**src/rtl/frame_packer.sv**
```systemverilog
// frame_packer: payload -> 16-bit big-endian word stream source for frame_detector.
// Each accepted payload is sent as
//   header(2) | {8'h00,chan} | data words (len) | CRC-16/XMODEM | trailer(2)
// and is followed by IDLE_GAP words of 0x0000 before the next header.
// Ports:
//   clk_in, rst_n          word clock, async active-low reset
//   pl_valid/pl_ready      payload handshake
//   pl_chan, pl_data,      payload fields, sampled on the accepting edge
//   pl_len, pl_crc_bad
//   data_out               word stream (0x0000 when idle)
//   frame_active           high for every header..trailer word
//   len_err                one-cycle pulse when a payload with len 0 or >8 is dropped
//   frame_cnt              frames emitted, wrapping
module frame_packer #(
  parameter logic [31:0] HEADER   = 32'hE0E0E0E0,
  parameter logic [31:0] TRAILER  = 32'h0E0E0E0E,
  parameter int unsigned IDLE_GAP = 1
) (
  input  logic         clk_in,
  input  logic         rst_n,
  input  logic         pl_valid,
  output logic         pl_ready,
  input  logic [7:0]   pl_chan,
  input  logic [127:0] pl_data,
  input  logic [3:0]   pl_len,
  input  logic         pl_crc_bad,
  output logic [15:0]  data_out,
  output logic         frame_active,
  output logic         len_err,
  output logic [15:0]  frame_cnt
);

  typedef enum logic [3:0] {
    S_IDLE, S_HDR_H, S_HDR_L, S_CHAN, S_DATA, S_CRC, S_TRL_H, S_TRL_L, S_GAP
  } state_t;

  localparam logic [3:0] GAP_LAST = 4'(IDLE_GAP - 1);
  localparam logic       GAP_ONE  = (IDLE_GAP == 1);

  state_t         state;
  logic [7:0]     chan_r;
  logic [127:0]   data_r;     // MSB-aligned payload, shifted left one word per DATA step
  logic [2:0]     left;       // data words still to send after the current one
  logic           crc_bad_r;
  logic [15:0]    crc_reg;
  logic [3:0]     gap_cnt;

  logic           accept;
  logic           len_ok;
  logic [3:0]     sh_words;
  logic [7:0]     shamt;

  assign accept   = pl_valid && pl_ready;
  assign len_ok   = (pl_len != 4'd0) && (pl_len <= 4'd8);
  // Left-align the right-justified payload so word 0 is always data_r[127:112].
  assign sh_words = 4'd8 - pl_len;
  assign shamt    = {sh_words, 4'b0000};

  // One CRC-16/XMODEM step over a full 16-bit word, MSB first.
  function automatic logic [15:0] crc_step(input logic [15:0] crc, input logic [15:0] word);
    logic [15:0] c;
    c = crc ^ word;
    for (int i = 0; i < 16; i++)
      c = c[15] ? ((c << 1) ^ 16'h1021) : (c << 1);
    return c;
  endfunction

  always_ff @(posedge clk_in or negedge rst_n) begin
    if (!rst_n) begin
      state        <= S_IDLE;
      data_out     <= '0;
      pl_ready     <= 1'b0;
      frame_active <= 1'b0;
      len_err      <= 1'b0;
      frame_cnt    <= '0;
      crc_reg      <= '0;
      chan_r       <= '0;
      data_r       <= '0;
      left         <= '0;
      crc_bad_r    <= 1'b0;
      gap_cnt      <= '0;
    end else begin
      len_err <= 1'b0;
      // pl_ready is only high in IDLE or on the last GAP word, so an accept
      // can pre-empt either state and go straight to the header.
      if (accept) begin
        pl_ready  <= 1'b0;
        crc_reg   <= '0;
        chan_r    <= pl_chan;
        data_r    <= pl_data << shamt;
        left      <= 3'(pl_len - 4'd1);
        crc_bad_r <= pl_crc_bad;
        if (len_ok) begin
          state        <= S_HDR_H;
          data_out     <= HEADER[31:16];
          frame_active <= 1'b1;
        end else begin
          state        <= S_IDLE;
          data_out     <= '0;
          frame_active <= 1'b0;
          len_err      <= 1'b1;
        end
      end else begin
        case (state)
          S_IDLE: begin
            pl_ready <= 1'b1;
            data_out <= '0;
          end
          S_HDR_H: begin
            state    <= S_HDR_L;
            data_out <= HEADER[15:0];
          end
          S_HDR_L: begin
            state    <= S_CHAN;
            data_out <= {8'h00, chan_r};
          end
          S_CHAN, S_DATA: begin
            if (state == S_DATA && left == 3'd0) begin
              state    <= S_CRC;
              data_out <= crc_bad_r ? ~crc_reg : crc_reg;
            end else begin
              state    <= S_DATA;
              data_out <= data_r[127:112];
              crc_reg  <= crc_step(crc_reg, data_r[127:112]);
              data_r   <= data_r << 16;
              if (state == S_DATA) left <= left - 3'd1;
            end
          end
          S_CRC: begin
            state    <= S_TRL_H;
            data_out <= TRAILER[31:16];
          end
          S_TRL_H: begin
            state    <= S_TRL_L;
            data_out <= TRAILER[15:0];
          end
          S_TRL_L: begin
            state        <= S_GAP;
            data_out     <= '0;
            frame_active <= 1'b0;
            frame_cnt    <= frame_cnt + 16'd1;
            gap_cnt      <= GAP_LAST;
            pl_ready     <= GAP_ONE;
          end
          S_GAP: begin
            data_out <= '0;
            if (gap_cnt == 4'd0) begin
              state    <= S_IDLE;
              pl_ready <= 1'b1;
            end else begin
              gap_cnt  <= gap_cnt - 4'd1;
              // raise ready while the last gap word is on the bus
              pl_ready <= (gap_cnt == 4'd1);
            end
          end
          default: begin
            state    <= S_IDLE;
            data_out <= '0;
          end
        endcase
      end
    end
  end

endmodule
```
**config.mk**
```make
export PLATFORM = sky130hd
export DESIGN_NAME = frame_packer
export DESIGN_NICKNAME = d
export VERILOG_FILES = /design/src/rtl/frame_packer.sv
export SDC_FILE = /design/constraint.sdc
export NUM_CORES = 1
export LEC_CHECK = 0
export ABC_CLOCK_PERIOD_IN_PS = 5700
export CAP_MARGIN = 20
export CELL_PAD_IN_SITES_DETAIL_PLACEMENT = 1
export CELL_PAD_IN_SITES_GLOBAL_PLACEMENT = 1
export CORE_AREA = 4 4 198 152
export CTS_CLUSTER_SIZE = 20
export DETAILED_ROUTE_END_ITERATION = 6
export DIE_AREA = 0 0 202 156
export GPL_ROUTABILITY_DRIVEN = 0
export PLACE_DENSITY_LB_ADDON = 0.1
export SKIP_CTS_REPAIR_TIMING = 1
export SYNTH_ARGS = -nofsm -noshare
export SYNTH_HDL_FRONTEND = slang
export SYNTH_SLANG_ARGS = --single-unit
```
**constraint.sdc**
```tcl
create_clock -name clk_in -period 5.7 [get_ports clk_in]
set_input_delay 1.14 -clock clk_in [delete_from_list [all_inputs] [get_ports clk_in]]
set_output_delay 1.14 -clock clk_in [all_outputs]
set_load 0.02 [all_outputs]
```
### Yosys cells after proc, flatten, opt, wreduce, memory -nomap -nowiden

Index checks and enable logic that the tools add are counted.

| word-level totals | value |
|---|---|
| bits in read-only memories | 0 |
| memory bits (writable) | 0 |
| bits in latches | 0 |
| memories kept | 0 |
| word-level logic and storage cells | 117 |
| register bits | 199 |
| input port bits | 144 |

| cells by class | value |
|---|---|
| $add $sub $neg | 5 |
| multiplexer cells | 46 |
| $lt $le $gt $ge | 1 |
| shift-type cells | 1 |
| reductions and logical operators | 20 |
| divide/modulo/power cells | 0 |
| eq/ne operators | 13 |
| bitwise operators | 19 |
| $mul | 0 |

Operators by type and width:

| cell | count |
|---|---|
| $mux 128 | 3 |
| $mux 13 | 16 |
| $shl 128x8->128 | 1 |
| $mux 16 | 7 |
| $pmux 16 s4 | 1 |
| $not 3->3 | 16 |
| $pmux 4 s8 | 1 |
| $add 16x1->16 const B | 1 |
| $eq 4x3->1 const B | 4 |
| $not 16->16 | 1 |
| $xor 16x16->16 | 1 |
| $mux 3 | 4 |
| $mux 4 | 3 |
| $mux 1 | 9 |
| $eq 4x1->1 const B | 2 |
| $eq 4x2->1 const B | 2 |
| $logic_not 4->1 | 2 |
| $pmux 4 s2 | 1 |
| $reduce_bool 2->1 | 4 |
| $ne 2x2->1 const B | 3 |
| $reduce_and 2->1 | 3 |
| $reduce_and 3->1 | 2 |
| $reduce_or 2->1 | 3 |
| $sub 3x1->3 const B | 2 |
| 11 further kinds | 13 |

### Depth between registers and ports, before layout

| logic depth | value |
|---|---|
| word-level depth | 36 |
| mapped depth | 11 |

### Least setup slack after synthesis

Ideal clock, no wire load.

| timing | value |
|---|---|
| kind | in2reg |
| start | input pl_len[0] |
| end | register data_r[112] |
| library setup time | 128 ps |
| arrival time | 3146 ps |
| path slack | 2426 ps |
| stages | 10 |
| required time | 5572 ps |
| buffers on the path | 4 |
| path through | clkbuf_1 -> inv_1 -> ha_1 -> clkbuf_1 -> clkbuf_1 -> buf_1 -> mux2i_1 -> nand2_1 -> o2111ai_1 -> a21oi_1 |

| between the ends | value |
|---|---|
| word-level cells in the longest chain between the ends | 3 |

RTL lines:

| what | line | RTL |
|---|---|---|
| from (decl) | 25 | `input logic [3:0] pl_len,` |
| $sub 4x4->4 | 56 | `assign sh_words = 4'd8 - pl_len;` |
| $shl 128x8->128 | 90 | `data_r <= pl_data << shamt;` |
| $mux 128 | 86 | `if (accept) begin` |
| to (signal assigned) | 90 |  |
| to (signal assigned) | 125 | `data_r <= data_r << 16;` |
| to (decl) | 42 | `logic [127:0] data_r;` |

No other way between the ends.
A chain may end at the register's enable or synchronous reset.

### Final worst setup path

| timing | value |
|---|---|
| start | input pl_len[0] |
| end | register data_r[84] |

Same word-level chain as after synthesis.

==> flow_summary.toml <==
[status]
run_status = "completed"

[min_path]
hold-path-cell-count = 2
hold_class = "flip-flop to flip-flop"
holdPathEnd = "chan_r[7]$_DFFE_PN0P_"
hold_start = "chan_r[7]$_DFFE_PN0P_"

[routing]
antenna_left = 0
routed_wirelength_mm = 44.66
drc = 0
num_vias = 11780
wire_per_inst_um = 23.36
drtPass1Iterations = 4
drt-initial-drc-count = 848
vias_per_cell = 6.162

[yosys]
ys_ff_latch = 199
ys_warn_count = 0
avgSynthCellArea_um2 = 9.058
synthTopCellsByArea = "dfrtp_1 (39%), mux2i_1 (11%), o21ai_0 (7.0%)"
syn_area_um2 = 12750
yosys.cell_count.top_type = "dfrtp_1"
synth_top_area_share_pct = 39.05
ys_seq_area_share_pct = 39.05
netlist.top_cell.by_area = "dfrtp_1"
synth_ff_type = "dfrtp_1"
syn-instance-count = 1408
async_reset_ff_share_pct = 100.0
synth.top_cells.by_count = "dfrtp_1 (199), o21ai_0 (178), mux2i_1 (145)"
synth_edf_count = 0
synth_fp_nets = 1557
synth.distinct_cells = 57

[pwr]
power.net_switching_mw = 3.277
p_leak_nw = 6.514
p_int_mw = 4.350
p_per_area_nw_per_um2 = 494.3
clock_power_share_pct = 15.7
power_mw = 7.627
p_sw_share_pct = 42.97
combPwrFrac_pct = 52.3
seqPwrFrac_pct = 32.0
irDropWorstVdd_uv = 332.1

[clock_network]
cts_tree = "built"
cts.clk_slew.worst_paths_ns = 0.08
cts_buffers = 17
clock_sinks = 199
clk_path_buf_depth = 2
cts_root_buffer = "clkbuf_16"
htree_num_levels = 4
worstSkewPairLatency_ns = 0.46

[critical_path]
arrival_ns = 4.16
cp_num_buf_inv = 2
slowest_delay_ns = 0.81
cp_top_family = "simple AND/OR/NAND/NOR gates"
cp-start-kind = "primary input"
cp_cell_sequence = "buf_6 > inv_1 > ha_4 > xnor2_1 > nand2b_1 > o22ai_1 > o21ai_0 > a21oi_1"
r2r_slack_ns = 2.65
crit_slowest_cell = "nand2b_1"
ff2ff_path_depth = 6
cp_max_fo = 45
rr_endpoint = "data_r[85]$_DFFE_PN0P_"
regToRegStartpoint = "left[2]$_DFFE_PN0P_"
crit_type = "primary input to flip-flop"
required_ns = 6.09
cp-end-kind = "flip-flop"

[grt]
antenna_found_initial = 0
grt-ovfl-total = 0
grt_pass1_wl_mm = 70.72
grt_max_degree = 121
grt_pass1_vias = 12090
grt_usage_pct = 28.16

[final_layout]
fin_nets = 1663
multi_input_area_um2 = 7350
drive_gt1_share_pct = 7.597
fillers = 3169
register_area_um2 = 4980
area_growth_pct = 20.98
largest_reg_flops = 128
final_area_um2 = 15430
top_register = "data_r"
final_cells = 1912
fin_util_pct = 55.27
insertedDiodeCount = 0

[sta]
maxSlewViolCount = 0
period_share_pct = 66.12
slew_headroom_pct = 25.23
grt_setup_unrepaired = "false"
hold_violations = 0
clock.fmax_ghz = 0.2653
fin_hold_ws_ns = 0.4872
finalSetupViolations = 0
fin_skew_ns = 0.01401
fin_tns_setup_ns = 0
worst_slack_ns = 1.931
worstMarginPinSlew_ns = 1.122
min_period_ns = 3.769

[placed_design]
post-place-ws_ns = 1.545
place_area_um2 = 14840
dp_cells = 1878
port-buffer-count = 178
place_hpwl_mm = 30.14

[floorplan]
coreArea_um2 = 27920
die_height_um = 156
die_area_um2 = 31510
ioPinCount = 179
core.rowCount = 53
start_util_pct = 45.68
die_w_um = 202

[run]
cap_violations = 0
==> how the worst max path moves through the flow <==
| stage | slack, ns | endpoint | cells after the start | from |
|---|---|---|---|---|
| global placement | 1.63 | data_r[64]$_DFFE_PN0P_ | 9 | pl_len[0] |
| global route | 1.74 | data_r[94]$_DFFE_PN0P_ | 8 | pl_len[0] |
| floorplan | 2.43 | data_r[112]$_DFFE_PN0P_ | 10 | pl_len[0] |
| detailed placement | 1.54 | data_r[84]$_DFFE_PN0P_ | 8 | pl_len[0] |
| CTS | 2.01 | data_r[84]$_DFFE_PN0P_ | 8 | pl_len[0] |
| finish | 1.93 | data_r[84]$_DFFE_PN0P_ | 8 | pl_len[0] |
==> worst min-delay path, delay by kind of cell, from the launching register on <==
| kind | cells | cell delay [ns] |
|---|---|---|
| and+or+nand+nor | 2 | 0.10 |
| DFF | 1 | 0.35 |
==> routing by layer <==
layer	wire [um]	track usage [%]
met1	20900	40.59
met2	20030	43.54
met3	2683	5.133
met4	1044	8.556
met5	0	0
==> final cells by class <==
cell class	count	share of cell area (%)
timing repair buffer	205	13.21
multi-input combinational	1084	47.63
tap	385	3.122
inverter	7	0.1703
clock inverter	13	0.7217
sequential	199	32.27
clock buffer	19	2.871
==> cells in the final DEF (no fill, tap or decap), drive strengths merged, types with 36 or more instances in the layout <==
cell           synthesis  routed
nand2                125     125
a21oi                107     107
mux2i                145     145
a22oi                 38      38
xor2                  36      36
o21ai                180     180
dfrtp                199     199
xnor2                 41      41
clkdlybuf4s50          0     176
nor2                 130     130
==> logic make-up after synthesis <==
| kind of cell | Yosys count | synth area share, % |
|---|---|---|
| multiplexers | 177 | 14.21 |
| AND/OR/NAND/NOR | 320 | 10.72 |
| XOR/XNOR | 89 | 8.006 |
| AO/OA/AOI/OAI | 493 | 23.76 |
| adder cells (fa/ha/maj) | 5 | 0.4905 |
| buffers and inverters | 125 | 3.767 |
| flip-flops | 199 | 39.05 |
==> power groups by stage <==
stage | registers, mW | logic [mW] | clock network (mW)
after floorplan | 2.30 | 2.88 | 0
after global placement | 2.43 | 3.78 | 0
after detailed placement | 2.45 | 3.91 | 0
after CTS | 2.43 | 3.95 | 1.21
after global routing | 2.51 | 4.35 | 1.28
final | 2.44 | 3.99 | 1.19
(Power assumes the default switching activity.)
